### config.mk
export PLATFORM = sky130hd
export DESIGN_NAME = div_top_5
export DESIGN_NICKNAME = d
export VERILOG_FILES = /design/src/rtl/div_top_5.sv
export SDC_FILE = /design/constraint.sdc
export NUM_CORES = 1
export LEC_CHECK = 0
export CAP_MARGIN = 20
export CORE_ASPECT_RATIO = 0.75
export CORE_MARGIN = 1
export CORE_UTILIZATION = 47
export DETAILED_ROUTE_END_ITERATION = 16
export MAX_ROUTING_LAYER = met4
export PLACE_DENSITY = 0.75
export SLEW_MARGIN = 20
export SYNTH_ARGS = -nofsm -noshare
export SYNTH_HDL_FRONTEND = slang
export SYNTH_SLANG_ARGS = --single-unit
export TNS_END_PERCENT = 50
### constraint.sdc
create_clock -name clk -period 2.1 [get_ports clk]
set_clock_uncertainty 0.05 [all_clocks]
set_input_delay 0.21 -clock clk [delete_from_list [all_inputs] [get_ports clk]]
set_output_delay 0.21 -clock clk [all_outputs]
set_load 0.02 [all_outputs]
### src/rtl/div_top_5.sv
// rtl/div_top_5.sv - sequential unsigned radix-2 restoring divider, one quotient bit per clock
module div_top_5 #(
    parameter int DIVIDEND_W = 16,
    parameter int DIVISOR_W  = 8
) (
    input  logic                  clk,
    input  logic                  rst,
    input  logic                  en,
    input  logic [DIVIDEND_W-1:0] dividend,
    input  logic [DIVISOR_W-1:0]  divisor,
    output logic                  busy,
    output logic [DIVIDEND_W-1:0] quotient,
    output logic [DIVISOR_W-1:0]  remainder,
    output logic                  div_by_zero,
    output logic                  result_rdy
);

    localparam int CNT_W = $clog2(DIVIDEND_W) + 1;
    localparam logic [CNT_W-1:0] LAST_ITER = CNT_W'(DIVIDEND_W - 1);

    typedef enum logic [1:0] {
        IDLE = 2'd0,
        RUN  = 2'd1,
        DONE = 2'd2
    } state_t;

    state_t                state_q, state_d;
    logic [DIVIDEND_W-1:0] shift_q, shift_d;
    logic [DIVISOR_W-1:0]  dvsr_q, dvsr_d;
    logic [DIVISOR_W:0]    prem_q, prem_d;
    logic [CNT_W-1:0]      cnt_q, cnt_d;
    logic                  zero_q, zero_d;
    logic [DIVIDEND_W-1:0] quot_q, quot_d;
    logic [DIVISOR_W-1:0]  rem_q, rem_d;
    logic                  dbz_q, dbz_d;
    logic                  rdy_q, rdy_d;

    logic [DIVISOR_W:0]    trial;
    logic [DIVISOR_W:0]    diff;
    logic                  q_bit;
    logic                  accept;

    always_comb begin
        state_d = state_q;
        shift_d = shift_q;
        dvsr_d  = dvsr_q;
        prem_d  = prem_q;
        cnt_d   = cnt_q;
        zero_d  = zero_q;
        quot_d  = quot_q;
        rem_d   = rem_q;
        dbz_d   = dbz_q;
        rdy_d   = 1'b0;

        trial  = {prem_q[DIVISOR_W-1:0], shift_q[DIVIDEND_W-1]};
        diff   = trial - {1'b0, dvsr_q};
        // The partial remainder always stays below the divisor, so its top bit
        // only matters as a guard: if it were ever set the trial would exceed the divisor.
        q_bit  = prem_q[DIVISOR_W] | (trial >= {1'b0, dvsr_q});
        accept = en && (state_q != RUN);

        case (state_q)
            RUN: begin
                shift_d = {shift_q[DIVIDEND_W-2:0], q_bit};
                prem_d  = q_bit ? diff : trial;
                cnt_d   = cnt_q + 1'b1;
                if (cnt_q == LAST_ITER) begin
                    state_d = DONE;
                    // With a zero divisor every trial passes, so the remainder
                    // naturally ends up as the low dividend bits.
                    quot_d  = zero_q ? '1 : shift_d;
                    rem_d   = prem_d[DIVISOR_W-1:0];
                    dbz_d   = zero_q;
                    rdy_d   = 1'b1;
                end
            end
            DONE:    state_d = IDLE;
            default: state_d = IDLE;
        endcase

        if (accept) begin
            state_d = RUN;
            shift_d = dividend;
            dvsr_d  = divisor;
            prem_d  = '0;
            cnt_d   = '0;
            zero_d  = (divisor == '0);
        end
    end

    always_ff @(posedge clk) begin
        if (rst) begin
            state_q <= IDLE;
            shift_q <= '0;
            dvsr_q  <= '0;
            prem_q  <= '0;
            cnt_q   <= '0;
            zero_q  <= 1'b0;
            quot_q  <= '0;
            rem_q   <= '0;
            dbz_q   <= 1'b0;
            rdy_q   <= 1'b0;
        end else begin
            state_q <= state_d;
            shift_q <= shift_d;
            dvsr_q  <= dvsr_d;
            prem_q  <= prem_d;
            cnt_q   <= cnt_d;
            zero_q  <= zero_d;
            quot_q  <= quot_d;
            rem_q   <= rem_d;
            dbz_q   <= dbz_d;
            rdy_q   <= rdy_d;
        end
    end

    assign busy        = (state_q == RUN);
    assign quotient    = quot_q;
    assign remainder   = rem_q;
    assign div_by_zero = dbz_q;
    assign result_rdy  = rdy_q;

endmodule
==> reports/results.ini, run 1 <==
[critical_path]
critical_path_arrival_ns=2.29
required_ns=2.31
worst-path-max-fanout=7
crit_path_end_kind=flip-flop
start_kind=flip-flop
worstSetupPathType=reg2reg

[status]
status=completed

[die]
initial_core_util_pct=49.1
io_pins=54
die_h_um=72.7
rows=25
core_area_sq_um=6380
dieArea_sq_um=7000
die_x_um=96.3

[power]
powerDensity_nw_per_um2=844
peakVddDrop_mv=0.483
leakagePower_nw=1.59
total_power_mw=3.51

[clock_network]
root_buffer=clkbuf_8
htree_levels=3
cts_tree=built
ctsHoldBuffers=0
max-clock-path-buffers=2
numClockSinks=67
clock_latency_ns=0.36
cts_buffers=9
clk_pin_slew_worst_paths_ns=0.08

[grt]
grtUsageTotal_pct=24.7
grt_first_pass_wirelength_um=12400
antenna_found_initial=0
grt_max_degree=41
grt_overflow=0
grt_pass1_vias=2525

[place]
dpl-instance-area_sq_um=3830
dpl.hpwl_um=5410
placed_cells=506
dp_slack_ns=0.000479
gp_congestion=0.855
port_buffers=53

[finish]
diodes=0
multi_input_area_sq_um=1690
fillers=580
finish.utilization_pct=65.1
syn_to_final_growth_pct=32.6
fin_cells=527
fin_area_sq_um=4150
fin_nets=479
drive_gt1_share_pct=15.9
ff_latch_area_sq_um=1350

[synthesis]
syn_area_sq_um=3130
synth.largest_area_cell=dfxtp_1
yosysWarnings=0
synthTopCellsByArea=dfxtp_1 43%, nor3_1 6.1%, nor2_1 5.4%
yosysSeqAreaShare_pct=42.8
synth_cells=372
synth_edf_count=0
synth.avg_cell_area_sq_um=8.42
ys_types=46
synthesis.nets=410
yosys-top-cells-count=67 x dfxtp_1, 45 x nor2_1, 40 x nand2_1
synth_top_area_share_pct=42.8
synthArstFlopShare_pct=0
synth.most_common_cell=dfxtp_1
synth_flop_cell=dfxtp_1
ys_ff_latch=67

[route]
vias=2941
drt_wl_total_um=8020
postRouteAntennaNets=0
first_pass_iters=4
drt_iter0_drc=177
wl_per_cell_um=15.2
via_per_inst=5.58
remaining_drc_errors=0

[timing]
drv_slew=0
whs_ns=0.378
setup_tns_ns=0
tightest_slew_ns=0.694
min_period_over_period_pct=99.1
setup_viol=0
max-slew-margin-rel_pct=53.7
fmax_ghz=0.481
finalHoldViolCount=0
final.min_clock_period_ns=2.08
fin_ws_ns=0.0191

[run]
maxCapViolations=0

[min_path]
min_path_type=in2reg

layout by cell type, fill, tap and decap left out, types with 3 or more instances in the layout:
cell	count
dfxtp_1	63
ha_1	7
nand3_1	5
dfxtp_2	4
o31ai_1	3
o21ai_0	14
a21oi_2	3
xor2_1	6
mux2i_1	15
inv_1	11
a31oi_1	4
nor3_1	38
a211oi_1	20
a21oi_1	19
nand2_1	39
nand4_1	6
nor4_1	5
clkdlybuf4s50_1	53
buf_4	28
nor2_1	43
clkbuf_8	9
nand2b_1	4
worst max-delay path, cell delays in order (launching register included):
cell	delay [ns]
dfxtp_1	0.40
ha_2	0.34
a21oi_2	0.20
nand2_2	0.11
o211a_2	0.32
or3_1	0.31
a32o_1	0.25
routing by layer:
layer,up-vias,wire length (um),GRT usage [%]
met2,99,3350,31.8
met4,0,148,10.9
met5,-,0,-
li1,1469,-,-
met3,13,579,6.46
met1,1360,3940,35.4
power by group:
group / switching, mW / internal [mW] / total [mW]
sequential: 0.0501 / 1.33 / 1.38
combinational: 0.516 / 0.393 / 0.910
clock: 0.542 / 0.678 / 1.22
total: 1.11 / 2.40 / 3.51
registers in the layout (all words and copies together), names as in the netlist:
| name | cells |
|---|---|
| div_by_zero | 1 |
| state_q | 2 |
| dvsr_q | 8 |
| prem_q | 9 |
| result_rdy | 1 |
| quotient | 16 |
| zero_q | 1 |
| remainder | 8 |
| shift_q | 16 |
| cnt_q | 5 |
path summary, 6_finish.rpt:
path	end	startpoint	slack [ns]	cells after the start
max	remainder[2]$_SDFFE_PP0P_	prem_q[5]$_SDFFE_PP0P_	0.02	6
min	dvsr_q[7]$_SDFFE_PP0P_	divisor[7]	0.38	3
max reg2reg	remainder[2]$_SDFFE_PP0P_	prem_q[5]$_SDFFE_PP0P_	0.02	6
min reg2reg	dvsr_q[3]$_SDFFE_PP0P_	dvsr_q[3]$_SDFFE_PP0P_	0.41	2
cell families (layout without fill, tap and decap cells):
family / after synthesis / after routing / synth area share, %
multiplexers: 15 / 15 / 4.79
adder cells (fa/ha/maj): 11 / 11 / 4.63
buffers and inverters: 37 / 110 / 5.23
flip-flops: 67 / 67 / 42.8
AND/OR/NAND/NOR: 152 / 152 / 22.1
XOR/XNOR: 8 / 8 / 2.24
AO/OA/AOI/OAI: 82 / 83 / 18.2
what timing repair did:
item	in CTS	in global routing
buffers inserted	0	4
cloned	0	1
endpoints found under the setup margin	1	13
pin swaps	0	7
gates resized for setup	1	18
hold endpoints to repair	0	0
cell type report:
type | instances | share of cell area (%)
Tap cell | 81 | 2.44
Timing Repair Buffer | 81 | 17.8
Clock buffer | 9 | 2.98
Sequential cell | 67 | 32.4
Multi-Input combinational cell | 269 | 40.8
Clock inverter | 7 | 2.41
Inverter | 13 | 1.17
Power figures use the tool's default switching activity.
==> run 2: changes to the inputs <==
Settings changed: CORE_UTILIZATION 47 to 49, CTS_BUF_LIST set to sky130_fd_sc_hd__clkbuf_2 sky130_fd_sc_hd__clkbuf_4 sky130_fd_sc_hd__clkbuf_8, PLACE_DENSITY 0.75 to 0.78.
==> run 2 against run 1 <==
Net effect:
- register-to-register slack better by 0.07 ns
- critical path type unchanged
- utilization up 5.5 points
- worst hold slack better by 0.024 ns
- critical endpoint is now prem_q[6]$_SDFFE_PP0P_
- clock-buffer cell count unchanged
- maximum frequency up 3.7%
- sequential power about the same
- critical path depth up 2
- wire length up 2.0%
- sequential share of layout area down 0.51 points
- worst setup slack better by 0.074 ns
- largest cell class unchanged
==> reports/results.ini, run 2 (synthesis results as in run 1) <==
[timing]
final.min_clock_period_ns=2.01
rsz0062_at_grt=true
setup_viol=0
fmax_ghz=0.498
finalHoldViolCount=0
fin_ws_ns=0.0932
setup_tns_ns=0
drv_slew=0
whs_ns=0.402
max-slew-margin-rel_pct=53.1
min_period_over_period_pct=95.6
tightest_slew_ns=0.703

[route]
dr.max_layer_used=met4
dr_wl_met3_um=566
via_per_inst=5.68
wl_met1_um=3950
remaining_drc_errors=0
vias=2995
drt_iter0_drc=181
postRouteAntennaNets=0
first_pass_iters=5
wl_per_cell_um=15.5
drt_wl_total_um=8180
met2_length_um=3590

[critical_path]
start_kind=flip-flop
worstSetupPathType=reg2reg
crit_path_end_kind=flip-flop
r2r_cells=8
worst-path-max-fanout=3
critical_path_arrival_ns=2.22
required_ns=2.31

[finish]
fin_area_sq_um=4220
drive_gt1_share_pct=16.3
syn_to_final_growth_pct=34.6
fin_nets=482
finish.utilization_pct=70.6
fin_cells=527
final_common_cell=dfxtp_1
final_cell_mix=64 x dfxtp_1, 53 x clkdlybuf4s50_1, 44 x nor2_1
diodes=0

[die]
initial_core_util_pct=52.4
die_x_um=94.3
rows=24
dieArea_sq_um=6720
die_h_um=71.2
io_pins=54
core_area_sq_um=5980

[place]
dpl.hpwl_um=5840
port_buffers=53
dpl-instance-area_sq_um=3880
dp_slack_ns=-0.00753
gp_congestion=0.903
placed_cells=509

[run]
maxCapViolations=0

[clock_network]
max-clock-path-buffers=2
clk_pin_slew_worst_paths_ns=0.08
numClockSinks=67
root_buffer=clkbuf_8
cts_tree=built
ctsHoldBuffers=0
cts_buffers=9
clock_latency_ns=0.34
htree_levels=3

[grt]
grt_max_degree=30
antenna_found_initial=0
grt_pass1_vias=2661
grt_overflow=0
grtUsageTotal_pct=26.8
grt_first_pass_wirelength_um=13400

[power]
leakagePower_nw=1.62
peakVddDrop_mv=0.441
powerDensity_nw_per_um2=833
total_power_mw=3.51

[min_path]
min_path_type=in2reg
min_path_cells=3

[status]
status=completed

## run 2: cell count changes in the layout (fill, tap and decap cells not counted), sizes merged
| cell | before | now |
|---|---|---|
| buf | 28 | 32 |
| clkinv | 4 | 5 |
| inv | 14 | 13 |
| o211a | 2 | 1 |
## run 2: repair_timing
item / in CTS / in global routing
hold endpoints to repair: 0 / 0
resized for setup: 1 / 19
pin swaps: 0 / 8
endpoints found under the setup margin: 1 / 14
buffers inserted: 0 / 2
## run 2: area by class of cell
type | count | area [sq um]
multi-input cells | 268 | 1720
clock inverters | 7 | 100
well taps | 78 | 97.6
flip-flops and latches | 67 | 1350
repair buffers | 85 | 783
fillers | 455 | 1760
clock buffers | 9 | 124
inverters | 13 | 48.8
## run 2: path summary, 6_finish.rpt
path                            startpoint                      to  slack [ns]
setup reg to reg  shift_q[15]$_SDFFE_PP0P_  prem_q[6]$_SDFFE_PP0P_        0.09
hold / removal                  divisor[6]  dvsr_q[6]$_SDFFE_PP0P_        0.40
hold reg to reg     dvsr_q[5]$_SDFFE_PP0P_  dvsr_q[5]$_SDFFE_PP0P_        0.41
setup / recovery  shift_q[15]$_SDFFE_PP0P_  prem_q[6]$_SDFFE_PP0P_        0.09
## run 2: critical path, cell delays in order (launching register included)
cell and delay (ns):
dfxtp_2 0.33, inv_2 0.04, ha_4 0.16, fa_2 0.39, or2b_1 0.28, a21oi_2 0.18, o32a_1 0.18, o221ai_2 0.12
a31oi_1 0.21
## run 2: per-layer routing
metal | global-route usage (%) | up-vias
li1 | - | 1469
met1 | 38.6 | 1400
met5 | - | -
met2 | 37.0 | 113
met3 | 6.79 | 13
met4 | 7.01 | 0
## run 2: report_power, final
| group | internal, mW | switching, mW | total [mW] |
|---|---|---|---|
| clock | 0.677 | 0.523 | 1.20 |
| sequential | 1.33 | 0.0517 | 1.38 |
| combinational | 0.415 | 0.517 | 0.932 |
| total | 2.42 | 1.09 | 3.51 |
